`src/rtl/instr_fetch_unit.sv`:
```
// Instruction fetch stage: owns the PC, reads the instruction ROM and hands each
// captured instruction to the control unit over a valid/ready handshake.
module instr_fetch_unit #(
   parameter int          ADDR_W      = 8,
   parameter int          INSTR_W     = 16,
   parameter logic [3:0]  HALT_OPCODE = 4'hF
) (
   input  logic               clk,
   input  logic               reset,
   output logic [ADDR_W-1:0]  rom_address,
   output logic               rom_read_enable,
   input  logic [INSTR_W-1:0] rom_data,
   output logic [INSTR_W-1:0] ir,
   output logic [3:0]         opcode,
   output logic [5:0]         dest,
   output logic [5:0]         src,
   output logic [ADDR_W-1:0]  ir_pc,
   output logic               instr_valid,
   input  logic               instr_ready,
   input  logic               branch_taken,
   input  logic [ADDR_W-1:0]  branch_target,
   output logic               halted
);

   typedef enum logic [2:0] {
      IDLE  = 3'd0,
      FETCH = 3'd1,
      LOAD  = 3'd2,
      ISSUE = 3'd3,
      HALT  = 3'd4
   } state_t;

   state_t            state;
   state_t            state_next;
   logic [ADDR_W-1:0] fetch_pc;
   logic              accept;

   assign accept = (state == ISSUE) && instr_ready;

   always_ff @(posedge clk or posedge reset) begin
      if (reset) begin
         state <= IDLE;
      end else begin
         state <= state_next;
      end
   end

   // Unused encodings fall into the default arm and recover through IDLE.
   always_comb begin
      state_next = IDLE;
      case (state)
         IDLE:  state_next = FETCH;
         FETCH: state_next = LOAD;
         LOAD:  state_next = ISSUE;
         ISSUE: begin
            if (!accept) begin
               state_next = ISSUE;
            end else if (ir[15:12] == HALT_OPCODE) begin
               state_next = HALT;
            end else begin
               state_next = FETCH;
            end
         end
         HALT:  state_next = HALT;
         default: state_next = IDLE;
      endcase
   end

   // A taken branch replaces the increment applied in LOAD, even when halting.
   always_ff @(posedge clk or posedge reset) begin
      if (reset) begin
         fetch_pc <= '0;
         ir       <= '0;
         ir_pc    <= '0;
      end else if (state == LOAD) begin
         ir       <= rom_data;
         ir_pc    <= fetch_pc;
         fetch_pc <= fetch_pc + ADDR_W'(1);
      end else if (accept && branch_taken) begin
         fetch_pc <= branch_target;
      end
   end

   assign rom_read_enable = (state == FETCH);
   assign rom_address     = rom_read_enable ? fetch_pc : '0;
   assign instr_valid     = (state == ISSUE);
   assign halted          = (state == HALT);
   assign opcode          = ir[15:12];
   assign dest            = ir[11:6];
   assign src             = ir[5:0];

endmodule

```
`config.mk`:
```
export PLATFORM = sky130hd
export DESIGN_NAME = instr_fetch_unit
export DESIGN_NICKNAME = d
export VERILOG_FILES = /design/src/rtl/instr_fetch_unit.sv
export SDC_FILE = /design/constraint.sdc
export NUM_CORES = 1
export LEC_CHECK = 0
export ABC_AREA = 1
export CAP_MARGIN = 10
export CORE_ASPECT_RATIO = 0.8
export CORE_UTILIZATION = 35
export DETAILED_ROUTE_END_ITERATION = 16
export PLACE_DENSITY = 0.67
export SLEW_MARGIN = 40
export SYNTH_ARGS = -nofsm -noshare
export SYNTH_HDL_FRONTEND = slang
export SYNTH_SLANG_ARGS = --single-unit
```
`constraint.sdc`:
```
create_clock -name clk -period 2.6 [get_ports clk]
set_input_delay 0.39 -clock clk [delete_from_list [all_inputs] [get_ports clk]]
set_output_delay 0.39 -clock clk [all_outputs]
set_load 0.02 [all_outputs]
```
* Word level (Yosys, flattened, before mapping)
Index checks and enable logic that the tools add are counted.
** Operators by class
- Add/sub/neg operators :: 1
- Multiply operators :: 0
- Div/mod/pow operators :: 0
- Magnitude comparators :: 0
- Equality and inequality tests :: 5
- Shift operators :: 0
- Multiplexer cells :: 6
- Bitwise operators :: 0
- Reduce and logical (&&, ||, !) cells :: 4
** Operators by type and width (count)
- 2-to-1 mux 8 bit :: 3
- one-hot mux 3 bit (5 select lines) :: 1
- adder 8 x 1 -> 8 bit (second input constant) :: 1
- == test 3 x 2 -> 1 bit (second input constant) :: 2
- 2-to-1 mux 3 bit :: 2
- == test 4 bit (second input constant) :: 1
- == test 3 x 1 -> 1 bit (second input constant) :: 1
- == test 3 bit (second input constant) :: 1
- zero test 3 bit :: 1
- logical AND 1 bit :: 2
- nonzero test 2 bit :: 1
** Storage, ports and cells
- Flip-flop bits (word level) :: 35
- Bits in latches :: 0
- RAM bits :: 0
- Memory bits (read-only) :: 0
- Input bits :: 28
- Output and inout bits :: 51
- Word-level logic and storage cells :: 20
- Memories :: 0

* Longest topological paths before layout
Gate-level depths: netlist of the first run.
- Depth in word-level cells :: 5
- Gate-level depth with buffers :: 8
- Gate-level depth less buffers :: 8

* Worst setup path before layout of the first run
OpenSTA, ideal clock, no wires.
- Path kind :: register to output
- Start point :: reg state[1]
- End point :: out rom_address[0]
- Data arrival time :: 1.526 ns
- Data required time :: 2.210 ns
- Setup slack :: 0.684 ns
- Cell stages (with the launch flop) :: 4
- Buffers on the path :: 0
- Path through :: dfrtp_1 > nor3_1 > inv_2 > nor2_1
** On the way
- Longest elaborated chain between the ends :: 2
** Ends and longest elaborated chain
- start: declaration :: line 33 : state_t state;
- start signal: assignment :: line 44 : state <= state_next;
- == test 3 x 1 -> 1 bit :: line 84 : assign rom_read_enable = (state == FETCH);
- net rom_read_enable :: line 11 : output logic rom_read_enable,
- 2-to-1 mux 8 bit :: line 85 : assign rom_address = rom_read_enable ? fetch_pc : '0;
- end: declaration :: line 10 : output logic [ADDR_W-1:0] rom_address,
The timed path passes the listed nets, and every way through them passes these cells.

* Worst setup path in the final report of the first run
- Start point :: reg state[0]
- End point :: out rom_address[4]
** On the way
- Longest elaborated chain between the ends :: 2
** Ends and longest elaborated chain (line)
- == test 3 x 1 -> 1 bit :: 84
- 2-to-1 mux 8 bit :: 85
No other way between the ends.

==> results of run 1 <==
per-layer routing:
layer	share of wire [%]	global-route usage, %	up-vias
li1	-	-	821
met1	48	22.56	740
met2	46	25.31	49
met3	4.9	4.138	8
met4	1.5	5.921	0
met5	0	0	-
power by group through the flow:
stage / clock (W) / sequential [W] / combinational, W
after floorplan: 0 / 0.00121 / 0.00111
after global placement: 0 / 0.00102 / 0.00197
after detailed placement: 0 / 0.00103 / 0.00200
after CTS: 0.000412 / 0.00102 / 0.00201
after global routing: 0.000433 / 0.00106 / 0.00217
final: 0.000400 / 0.00102 / 0.00199
synth_stat cells, drive strengths merged:
master,n,area [µm²]
a21oi,1,8.760
and3,1,6.260
buf,23,182.7
dfrtp,35,875.8
ha,1,12.51
inv,17,63.81
nand2,94,360.3
nand3,11,80.07
nand4,1,6.260
nor2,28,117.6
nor3,2,10.01
o211ai,1,7.510
o21ai,16,80.08
sequential cells by signal, summed over array words and instances (netlist names):
signal	flops
ir	16
fetch_pc	8
ir_pc	8
state	3
through the flow:
step / area (µm²) / hold WS [ps] / power, W / instances / util, %
4_1_cts: 2590 / 490.3 / 0.003440 / 357 / 51.72
2_1_floorplan: 1812 / 499.6 / 0.002317 / 231 / -
6_report: 2590 / 484.9 / 0.003405 / 357 / 51.72
3_3_place_gp: 2502 / 465.5 / 0.002994 / 350 / 49.98
5_1_grt: 2590 / 506.6 / 0.003663 / 357 / 51.72
3_5_place_dp: 2502 / 473.0 / 0.003026 / 350 / 49.98
final timing paths:
kind                                        to  slack, ps  depth (start not counted)
min in group asynchronous                ir[5]        510                          3
worst min register to register        ir_pc[3]        480                          2
worst max register to register     fetch_pc[5]        930                          7
max in group asynchronous          fetch_pc[5]       1770                          3
worst min-delay path                  ir_pc[3]        480                          2
worst max-delay path            rom_address[4]        270                          5
layout make-up:
cell class | count | area (µm²) | share of cell area [%]
flip-flops and latches | 35 | 875.8 | 33.82
repair buffers | 80 | 795.8 | 30.72
multi-input cells | 156 | 689.4 | 26.62
clock buffers | 6 | 82.58 | 3.188
well taps | 62 | 77.57 | 2.995
inverters | 17 | 63.81 | 2.464
clock inverters | 1 | 5.005 | 0.1932
worst max-delay path: stages, from the launching register on:
cell                              delay [ps]
sky130_fd_sc_hd__dfrtp_1                 410
sky130_fd_sc_hd__inv_2                   100
sky130_fd_sc_hd__nor3_1                  240
sky130_fd_sc_hd__inv_2                   170
sky130_fd_sc_hd__nor2_1                  130
sky130_fd_sc_hd__clkdlybuf4s50_1         610
logic make-up after synthesis:
kind of cell,after synthesis,synth area share [%]
AOI/OAI and AO/OA,18,5.318
adders and majority gates,1,0.6905
buffers and inverters,40,13.60
DFF,35,48.34
and+or+nand+nor,137,32.04
==> metrics.txt, run 1 <==
number of DRC violations after detailed-routing iteration 0 130; number of resized instances in the post-cts repair step 0; floorplan core area 5007 µm²; average wire per cell in the routed design around 12 µm; antenna diode instance count 0; power density relative to cell area around 1300 nW/µm²; share of the yosys chip area belonging to registers 48.34%; number of instances in the synthesized netlist 231; slew of the pin with the lowest slew margin 479.4 ps; max-cap violation count 0; x dimension of the die around 80 µm; worst r2r src state[0]; clock latency of the later-clocked register in the worst-skew pair roughly 280 ps; commonest non-fill, non-tap cells in the layout sky130_fd_sc_hd__nand2_1, sky130_fd_sc_hd__clkdlybuf4s50_1, sky130_fd_sc_hd__dfrtp_1; sum of net half-perimeters after detailed placement 2.962 mm; post-synthesis sequential element count 35; Max Clock Freq 0.4285 GHz; library cells used by synthesis 21; critical-path maximum fanout 9; via count of the first global-routing pass 1450; Hold Startpoint ir_pc[3]; via count between 1500 and 2000; hold buffers post-CTS 0; leakage ~1.2 nW; final number of max-transition violations 0; worst slew margin relative to its limit 68.04%; min cycle time layout ~2300 ps; total wirelength of the detailed-routed design approximately 4.2 mm; Longest Clk Path Bufs 2; chip height 66.35 µm; gp weighted congestion just over 0.8; worst clock skew on the final layout roughly 3.8 ps; starting utilization of the core area 36.18%; least setup slack across all paths after layout 266.3 ps; H-tree lvl count 2; worst setup slack before clock tree synthesis ~580 ps; startpoint class of the critical path flip-flop; critical path arrival 1940 ps; total internal power about 0.0019 W; number of failing setup endpoints in the final timing report 0; portion of total power attributed to sequential cells around 30%; nets@finish roughly 320; number of standard-cell rows in the floorplan 23; Area growth syn-to-layout 42.96%; die area 5470 µm²; Clock Pin Slew Worst Setup and Hold Paths roughly 70 ps; maximum number of pins on one net before global-route repair 43; Final period util 89.76%; yosys synthesis warning count 0; setup repair after global routing missed its margin false; timing startpoint of the critical path state[0]; total setup buffers inserted after CTS 0; input/output buffers between 70 and 80; wire length of the first global-routing pass 6.706 mm; detailed-route DRC error count 0; total number of clock tree sinks 35; Netlist Area Pre-Place approximately 1800 µm²; switching power share of the total ~45%; total nets after synthesis 260; crit end category output port; Crit Path Category flip-flop to output port; worst hold-check path type flip-flop to flip-flop; worst-case vdd ir drop approximately 0.00057 V; average size of a mapped cell 7.843 µm²; Top-Level Pins between 70 and 80; length of the first detailed-routing pass in iterations 4; average via count per standard cell approximately 4.5; Tot GR Track Use between 10% and 20%; power share of the clock group between 10% and 20%; final hold viol count 0; clock tree root buffer cell sky130_fd_sc_hd__clkbuf_8; total of fill cells in the finished design a little under 500; outcome finished, final reports clean; combinational cell fraction of total power between 50% and 60%; initial antenna violation count 0; fraction of final layout cells sized beyond drive strength 1 6.780%; remaining number of nets flagged by the antenna check after routing 0; Critical Path RT 2210 ps; TritonCTS clock tree built; sw power 0.001523 W; total congestion overflow after global routing 0; most common library cell in the layout ignoring fill and taps sky130_fd_sc_hd__nand2_1; Setup TNS 0 ps; total clock buffers created by CTS 5
No activity file was read; power rests on OpenSTA's default activity.
==> run 2: changes to the inputs <==
--- a/config.mk
+++ b/config.mk
@@ -6,7 +6,7 @@
 export NUM_CORES = 1
 export LEC_CHECK = 0
 export ABC_AREA = 1
-export CAP_MARGIN = 10
+export CAP_MARGIN = 20
 export CORE_ASPECT_RATIO = 0.8
 export CORE_UTILIZATION = 35
 export DETAILED_ROUTE_END_ITERATION = 16
==> results of run 2 <==
Final layout, timing and power as in run 1 (identical DEF).
==> run 3: changes to the inputs <==
--- a/config.mk
+++ b/config.mk
@@ -11,6 +11,7 @@
 export CORE_UTILIZATION = 35
 export DETAILED_ROUTE_END_ITERATION = 16
 export PLACE_DENSITY = 0.67
+export REMOVE_ABC_BUFFERS = 1
 export SLEW_MARGIN = 40
 export SYNTH_ARGS = -nofsm -noshare
 export SYNTH_HDL_FRONTEND = slang
==> run 3 against run 2 <==
Power decreased by 0.97%. Wire length is 4.5% lower. Sequential share of layout area about the same. Critical path depth decreased by 1. First-iteration DRC count shrank 69%. Fmax down 0.14%. Non-clock buffer count is the same. Clock-buffer cell count did not move. Largest cell class unchanged. Largest power group unchanged.
==> metrics.txt, run 3 (synthesis results as in run 1) <==
total clock buffers created by CTS 5 (unchanged); detailed-route DRC error count 0 (unchanged); placed cell area 2502 µm² (unchanged); number of flip-flops under the largest register name 16 (unchanged); input/output buffers 78 (unchanged); x dimension of the die 82.44 µm (unchanged); via count of the first global-routing pass 1447 (was 1450); setup repair after global routing missed its margin false (unchanged); ordered cell list for the critical path nor3_1 > inv_2 > nor2_1 > clkdlybuf4s50_1 (was inv_2 > nor3_1 > inv_2 > nor2_1 > clkdlybuf4s50_1); clock tree root buffer cell sky130_fd_sc_hd__clkbuf_8 (unchanged); end-of-flow core utilization 51.67% (was 51.72%); slew of the pin with the lowest slew margin 473.4 ps (was 479.4 ps); total number of clock tree sinks 35 (unchanged); worst-case vdd ir drop 0.0005081 V (was 0.0005715 V); number of resized instances in the post-cts repair step 0 (unchanged); average wire per cell in the routed design 11.28 µm (was 11.84 µm); Top Layer Used met4 (unchanged); Final period util 89.88% (was 89.76%); most common library cell in the layout ignoring fill and taps sky130_fd_sc_hd__nand2_1 (unchanged); gp weighted congestion 0.7169 (was 0.8072); max-cap violation count 0 (unchanged); Worst Hold Slack 484.9 ps (about the same); fraction of final layout cells sized beyond drive strength 1 6.757% (was 6.780%); number of standard-cell rows in the floorplan 23 (unchanged); worst hold-check path type flip-flop to flip-flop (unchanged); final number of max-transition violations 0 (unchanged); outcome finished, final reports clean (unchanged); register ranked first by flip-flop count ir (unchanged); number of DRC violations after detailed-routing iteration 0 40 (was 130); length of the first detailed-routing pass in iterations 4 (unchanged); total of fill cells in the finished design 514 (was 491); sum of net half-perimeters after detailed placement 2.854 mm (was 2.962 mm); H-tree lvl count 2 (unchanged); critical-path maximum fanout 9 (unchanged); critical path arrival 1950 ps (was 1940 ps); Area growth syn-to-layout 42.82% (was 42.96%); starting utilization of the core area 36.18% (unchanged); Crit Path Category flip-flop to output port (unchanged); worst clock skew on the final layout 4.744 ps (was 3.837 ps); nets@finish 324 (unchanged); cell family contributing the most delay on the critical path buffers and inverters (unchanged); min cycle time layout 2337 ps (was 2334 ps); hold buffers post-CTS 0 (unchanged); cell at the slowest stage of the critical path sky130_fd_sc_hd__clkdlybuf4s50_1 (unchanged); Critical Path RT 2210 ps (about the same); Slowest Stage Delay on Critical Path 630 ps (was 610 ps); final hold viol count 0 (unchanged); remaining number of nets flagged by the antenna check after routing 0 (unchanged); maximum number of pins on one net before global-route repair 43 (unchanged); largest registers in the final layout ir: 16 flops, fetch_pc: 8 flops, ir_pc: 8 flops (unchanged); total wirelength of the detailed-routed design 4.037 mm (was 4.227 mm); TritonCTS clock tree built (unchanged); leakage 1.222 nW (was 1.227 nW); number of failing setup endpoints in the final timing report 0 (unchanged); met2 wirelength from detailed routing 1.751 mm (was 1.940 mm); Max Clock Freq 0.4279 GHz (was 0.4285 GHz); die area 5470 µm² (unchanged); total congestion overflow after global routing 0 (unchanged); via count 1580 (was 1618); Setup TNS 0 ps (unchanged); commonest non-fill, non-tap cells in the layout sky130_fd_sc_hd__nand2_1, sky130_fd_sc_hd__clkdlybuf4s50_1, sky130_fd_sc_hd__dfrtp_1 (unchanged); initial antenna violation count 0 (unchanged); buffering stage count on the worst path with inverters included 2 (was 3); Top-Level Pins 79 (unchanged); wire length of the first global-routing pass 6.561 mm (was 6.706 mm); floorplan core area 5007 µm² (unchanged); chip height 66.35 µm (unchanged); total setup buffers inserted after CTS 0 (unchanged); clock latency of the later-clocked register in the worst-skew pair 290 ps (was 280 ps); Longest Clk Path Bufs 2 (unchanged); antenna diode instance count 0 (unchanged); crit end category output port (unchanged); least setup slack across all paths after layout 263.1 ps (was 266.3 ps); wire length on met1 1.927 mm (was 2.012 mm); worst slew margin relative to its limit 68.44% (was 68.04%); power density relative to cell area 1303 nW/µm² (was 1315 nW/µm²); average via count per standard cell 4.413 (was 4.532); metal3 WL 323 µm (was 209 µm); Tot GR Track Use 16.38% (was 16.60%); worst setup slack before clock tree synthesis 588.5 ps (was 584.7 ps); Clock Pin Slew Worst Setup and Hold Paths 70 ps (about the same); final instance area 2587 µm² (was 2590 µm²); startpoint class of the critical path flip-flop (unchanged)
run 3: worst paths after layout:
| kind | start | endpoint | slack, ps | depth (start not counted) |
|---|---|---|---|---|
| setup / recovery | state[1] | rom_address[4] | 260 | 4 |
| hold / removal | ir_pc[5] | ir_pc[5] | 480 | 2 |
| setup reg to reg | state[2] | fetch_pc[5] | 910 | 7 |
| hold reg to reg | ir_pc[5] | ir_pc[5] | 480 | 2 |
| max in group asynchronous | reset | ir_pc[7] | 1780 | 3 |
| min in group asynchronous | reset | ir[11] | 500 | 3 |
run 3: power breakdown:
group	internal [W]	switching, W	total, W	leakage, nW
Clock	0.000187	0.000199	0.000386	0.0412
Combinational	0.000873	0.00110	0.00197	0.750
Sequential	0.000801	0.000212	0.00101	0.430
run 3: through the flow:
| stage | total power, W | cells |
|---|---|---|
| 2_1_floorplan | 0.002070 | 208 |
| 3_3_place_gp | 0.002984 | 350 |
| 3_5_place_dp | 0.003017 | 350 |
| 4_1_cts | 0.003420 | 358 |
| 5_1_grt | 0.003634 | 358 |
| 6_report | 0.003372 | 358 |
run 3: metal layers:
| metal | global-route usage, % | up-vias |
|---|---|---|
| met2 | 26.34 | 52 |
| met5 | 0 | - |
| met1 | 20.67 | 693 |
| met3 | 4.690 | 5 |
| li1 | - | 830 |
| met4 | 6.140 | 0 |
run 3: cell type report:
class	instances	area, µm²	area share (%)
Clock buffer	6	72.57	2.805
Clock inverter	2	12.51	0.4836
Inverter	17	63.81	2.466
Multi-Input combinational cell	156	689.4	26.64
Sequential cell	35	875.8	33.85
Tap cell	62	77.57	2.998
Timing Repair Buffer	80	795.8	30.75
run 3: tightest hold or removal path, cell delays in order (launching register included):
cell and delay (ps):
sky130_fd_sc_hd__dfrtp_1 340, sky130_fd_sc_hd__nand2_1 50, sky130_fd_sc_hd__o21ai_0 60
